==> config.mk <==
export PLATFORM = sky130hd
export DESIGN_NAME = clint_bram
export DESIGN_NICKNAME = d
export VERILOG_FILES = /design/src/rtl/clint_bram.sv
export SDC_FILE = /design/constraint.sdc
export NUM_CORES = 1
export LEC_CHECK = 0
export ABC_AREA = 1
export CAP_MARGIN = 10
export CORE_MARGIN = 2
export CORE_UTILIZATION = 38
export CTS_CLUSTER_SIZE = 40
export DETAILED_ROUTE_END_ITERATION = 10
export PLACE_DENSITY_LB_ADDON = 0.25
export RECOVER_POWER = 100
export SYNTH_ARGS = -nofsm -noshare
export SYNTH_HDL_FRONTEND = slang
export SYNTH_SLANG_ARGS = --single-unit
==> constraint.sdc <==
create_clock -name clk -period 3.8 [get_ports clk]
set_input_delay 1.14 -clock clk [delete_from_list [all_inputs] [get_ports clk]]
set_output_delay 1.14 -clock clk [all_outputs]
set_load 0.03 [all_outputs]
==> src/rtl/clint_bram.sv <==
// rtl/clint_bram.sv - single-clock CLINT (msip/mtime/mtimecmp) behind a 64KiB BRAM-style port
// Optional macro CLINT_MTIME_WR_EN makes the mtime halves writable.
module clint_bram #(
    parameter int NUM_HARTS = 1,
    parameter int TICK_DIV  = 40
) (
    input  logic                 clk,
    input  logic                 rstn,
    input  logic [15:0]          bram_addr,
    input  logic                 bram_en,
    input  logic [3:0]           bram_we,
    input  logic [31:0]          bram_wrdata,
    output logic [31:0]          bram_rddata,
    output logic [NUM_HARTS-1:0] msip,
    output logic [NUM_HARTS-1:0] mtip
);

    localparam logic [15:0] TICK_MAX = 16'(TICK_DIV - 1);

    function automatic logic [31:0] merge32(input logic [31:0] old_v,
                                            input logic [31:0] new_v,
                                            input logic [3:0]  be);
        logic [31:0] r;
        for (int b = 0; b < 4; b++)
            r[8*b +: 8] = be[b] ? new_v[8*b +: 8] : old_v[8*b +: 8];
        return r;
    endfunction

    logic [15:0]          presc_q, presc_d;
    logic [63:0]          mtime_q, mtime_d;
    logic [63:0]          mtimecmp_q [NUM_HARTS];
    logic [63:0]          mtimecmp_d [NUM_HARTS];
    logic [NUM_HARTS-1:0] msip_q, msip_d;
    logic [NUM_HARTS-1:0] mtip_q, mtip_d;
    logic [31:0]          rddata_q, rddata_d;

    logic [15:0] word;
    logic        wr, tick, in_msip, in_cmp;
    logic [11:0] msip_idx, cmp_idx;
    logic [31:0] rd_val;

    assign word     = bram_addr & 16'hFFFC;
    assign wr       = bram_en && (bram_we != 4'b0000);
    assign tick     = (presc_q == TICK_MAX);
    assign in_msip  = (word < 16'h4000);
    assign in_cmp   = (word >= 16'h4000) && (word < 16'hBFF8);
    assign msip_idx = 12'(word >> 2);
    assign cmp_idx  = 12'((word - 16'h4000) >> 3);

    // Read mux sees only current register values, which makes same-cycle read/write read-first.
    always_comb begin
        rd_val = 32'h0;
        if (word == 16'hBFF8) rd_val = mtime_q[31:0];
        if (word == 16'hBFFC) rd_val = mtime_q[63:32];
        for (int i = 0; i < NUM_HARTS; i++) begin
            if (in_msip && msip_idx == 12'(i)) rd_val = {31'b0, msip_q[i]};
            if (in_cmp && cmp_idx == 12'(i))
                rd_val = word[2] ? mtimecmp_q[i][63:32] : mtimecmp_q[i][31:0];
        end
    end

    always_comb begin
        presc_d    = tick ? 16'h0 : presc_q + 16'd1;
        mtime_d    = tick ? mtime_q + 64'd1 : mtime_q;
`ifdef CLINT_MTIME_WR_EN
        // A write overrides the tick for the whole 64-bit counter in that cycle.
        if (wr && word == 16'hBFF8)
            mtime_d = {mtime_q[63:32], merge32(mtime_q[31:0], bram_wrdata, bram_we)};
        if (wr && word == 16'hBFFC)
            mtime_d = {merge32(mtime_q[63:32], bram_wrdata, bram_we), mtime_q[31:0]};
`endif
        msip_d     = msip_q;
        mtimecmp_d = mtimecmp_q;
        mtip_d     = '0;
        for (int i = 0; i < NUM_HARTS; i++) begin
            if (wr && in_msip && msip_idx == 12'(i) && bram_we[0])
                msip_d[i] = bram_wrdata[0];
            if (wr && in_cmp && cmp_idx == 12'(i)) begin
                if (word[2])
                    mtimecmp_d[i][63:32] = merge32(mtimecmp_q[i][63:32], bram_wrdata, bram_we);
                else
                    mtimecmp_d[i][31:0]  = merge32(mtimecmp_q[i][31:0], bram_wrdata, bram_we);
            end
            mtip_d[i] = (mtime_q >= mtimecmp_q[i]);
        end
        rddata_d   = bram_en ? rd_val : rddata_q;
    end

    always_ff @(posedge clk or negedge rstn) begin
        if (!rstn) begin
            presc_q  <= '0;
            mtime_q  <= '0;
            msip_q   <= '0;
            mtip_q   <= '0;
            rddata_q <= '0;
            for (int i = 0; i < NUM_HARTS; i++)
                mtimecmp_q[i] <= 64'hFFFF_FFFF_FFFF_FFFF;
        end else begin
            presc_q    <= presc_d;
            mtime_q    <= mtime_d;
            msip_q     <= msip_d;
            mtip_q     <= mtip_d;
            rddata_q   <= rddata_d;
            mtimecmp_q <= mtimecmp_d;
        end
    end

    assign bram_rddata = rddata_q;
    assign msip        = msip_q;
    assign mtip        = mtip_q;

endmodule

==> flow_metrics.tcl <==
set metrics [dict create \
    ys_seq_area_share_pct 38.0 \
    period_share_pct 79.2 \
    yosys_warnings 0 \
    clock.fmax_mhz 332 \
    ys_types 37 \
    maxCapViolCount 1 \
    rows 64 \
    power_frac_clock_pct 45.1 \
    hpwl_um 26500 \
    grt_pass1_wl_um 55100 \
    crit_required_ps 4140 \
    run_status "complete, but fails checks" \
    placed_area_mm2 0.0132 \
    dieArea_mm2 0.0328 \
    finalCriticalPeriod_ps 3010 \
    clk_pin_slew_ps 60 \
    cts_hold_buf 0 \
    ant_nets 0 \
    r2r_setup_slack_ps 1290 \
    finalWirelength_um 34000 \
    synth_most_common_cell "nand2_1" \
    cpPeakStageDelay_ps 620 \
    hp-start "mtimecmp_q[30]$_DFFE_PN1P_" \
    ys_ff_latch 178 \
    peakVddDrop_v 0.000261 \
    area_growth_pct 13.7 \
    rr_worst_depth 11 \
    fp.dieH_um 181 \
    power_density_mw_per_mm2 297 \
    grt_overflow_total 0 \
    syn_area_per_cell_um2 7.07 \
    n_antenna_cell 0 \
    cts_buffers 17 \
    critPathMaxFanout 16 \
    max_slew_margin_pct -37.9 \
    drt_iter0_markers 634 \
    synthCells 1687 \
    cts_tree "yes" \
    p_comb_share_pct 7.0 \
    tightest_slew_ps 2070 \
    initial_core_util_pct 38.8 \
    grt_max_degree 77 \
    cts.sinks 178 \
    synth_top_area_share_pct 23.9 \
    wl_per_cell_um 15.7 \
    critical_path_arrival_ps 3350 \
    startpoint_type "input pin" \
    hp-class "reg -> reg" \
    synth_top_cell_by_area "dfrtp_1" \
    whs_ps 481 \
    rsz0062_at_grt "no" \
    worstReg2RegStart "presc_q[0]$_DFF_PN0_" \
    sw_frac_of_total_pct 23.6 \
    ioPinCount 89 \
    whs_path_depth 2 \
    maxSlewViolCount 75 \
    synth.top_cells.by_area "dfrtp_1, nand2_1, dfstp_2, nor2_1, ha_1" \
    chipWidth_um 181 \
    critPathTopFamily "simple AND/OR/NAND/NOR gates" \
    power.switching_w 0.000951 \
    htreeDepth 4 \
    ys.flop_type "dfrtp_1" \
    fin_tns_setup_ps 0 \
    grt_pass1_vias 10382 \
    crit_buf_inv 2 \
    postLayoutCellArea_mm2 0.0136 \
    route.detailed.drc 0 \
    cts_buffer_depth 2 \
    crit_type "in -> reg" \
    cts_setup_buffers 0 \
    finalSetupViolCount 0 \
    place_congestion 0.906 \
    dr.pass1.iters 7 \
    core_mm2 0.0307 \
    io_buffers 86 \
    cp_slowest_cell "nand4_1" \
    num_vias 10668 \
    layout-drive-gt1-share_pct 7.99 \
    violations "capacitance limit, slew limit" \
    antenna_found_initial 0 \
    nFillCells 3275 \
    seqPwrFrac_pct 47.9 \
    finClkSkew_ps 11.8 \
    cts_root_buf "clkbuf_16" \
    syn_area_mm2 0.0119 \
    synth_common_cells "nand2_1, nor2_1, inv_1" \
    hold_viol 0 \
    clock_latency_ps 440 \
    synth.net_count 1808 \
    track_usage_pct 21.3 \
    synthArstFlopShare_pct 100 \
    viasPerCell 4.91 \
    internal_power_w 0.00308 \
    rr_endpoint "mtime_q[19]$_DFFE_PN0N_" \
    cp-end-kind "register" \
    min_to "mtimecmp_q[30]$_DFFE_PN1P_" \
    cp_cell_sequence "clkdlybuf4s50_1 -> inv_1 -> nand2_2 -> o31ai_4 -> nor2_1 -> nand4_1 -> o21ai_0" \
    p_leak_nw 6.14 \
    synth_edf_count 0 \
    nets 1886 \
    cts_resized 0 \
]
==> state kept, by name, summed over array words and instances, names as in the netlist <==
name         cells
msip             1
mtime_q         64
bram_rddata     32
mtimecmp_q      64
mtip             1
presc_q         16
==> power groups by stage <==
| stage | registers [W] | logic [W] | clock network, W |
|---|---|---|---|
| 2_1_floorplan | 0.00201 | 0.0000798 | 0 |
| 3_3_place_gp | 0.00197 | 0.000300 | 0 |
| 3_5_place_dp | 0.00197 | 0.000303 | 0 |
| 4_1_cts | 0.00193 | 0.000304 | 0.00186 |
| 5_1_grt | 0.00194 | 0.000309 | 0.00194 |
| 6_report | 0.00193 | 0.000281 | 0.00182 |
==> layer usage <==
metal	wire [um]	GRT usage, %	vias up
met3	1430	3.27	41
li1	-	-	5445
met5	0	0	-
met4	595	6.21	0
met2	15700	34.9	204
met1	16300	29.2	4978
==> per-stage QoR <==
stage	util (%)	total power, W	setup WS, ps	cells
finish	44.1	0.00403	791	2174
global placement	42.8	0.00227	675	2142
floorplan	-	0.00209	1550	1687
detailed placement	42.8	0.00227	643	2142
CTS	44.8	0.00410	1100	2174
global route	44.1	0.00418	583	2174
==> cell type report <==
type                       instances  area [um2]  share of cell area [%]
tap                              396         495                    3.65
timing repair buffer              99         957                    7.05
clock inverter                     6        63.8                   0.470
inverter                         206         773                    5.70
sequential                       178        4530                    33.4
clock buffer                      26         542                    3.99
multi-input combinational       1263        6210                    45.7
==> placed cells by master, fill, tap and decap left out, types with 5 or more instances in the layout <==
master	count
buf_4	7
nand4_1	21
nor2_2	5
xor2_1	19
a21oi_1	60
inv_1	204
nor3_1	16
xnor2_1	27
dfrtp_1	114
o21ai_2	8
clkdlybuf4s50_1	48
dlygate4sd3_1	35
nand2_1	527
dfstp_2	64
nand3_1	57
nor2_1	298
clkbuf_16	19
ha_1	66
o21ai_0	119
nand3_4	6
o21ai_1	8
==> worst max-delay path by stage <==
stage	startpoint	to	slack, ps	depth (start not counted)
floorplan	bram_addr[8]	mtimecmp_q[13]$_DFFE_PN1P_	1550	8
global placement	bram_we[3]	mtimecmp_q[39]$_DFFE_PN1P_	680	8
detailed placement	bram_addr[10]	mtimecmp_q[29]$_DFFE_PN1P_	640	8
CTS	bram_rddata[18]$_DFFE_PN0P_	bram_rddata[18]	1100	1
global route	bram_we[3]	mtimecmp_q[38]$_DFFE_PN1P_	580	7
finish	bram_we[3]	mtimecmp_q[38]$_DFFE_PN1P_	790	7
==> worst min-delay path, stage by stage (launching register included) <==
cell and delay [ps]:
dfstp_2 370, nand2_1 50, o21ai_1 50
==> cells by family after synthesis <==
family	count (synthesis)	share of synthesized area, %
buf+inv	246	8.56
xor+xnor	46	3.38
compound gates	201	9.99
fa+ha+maj	66	6.92
flops	178	38.0
simple gates	950	33.2
(Power assumes the default switching activity.)
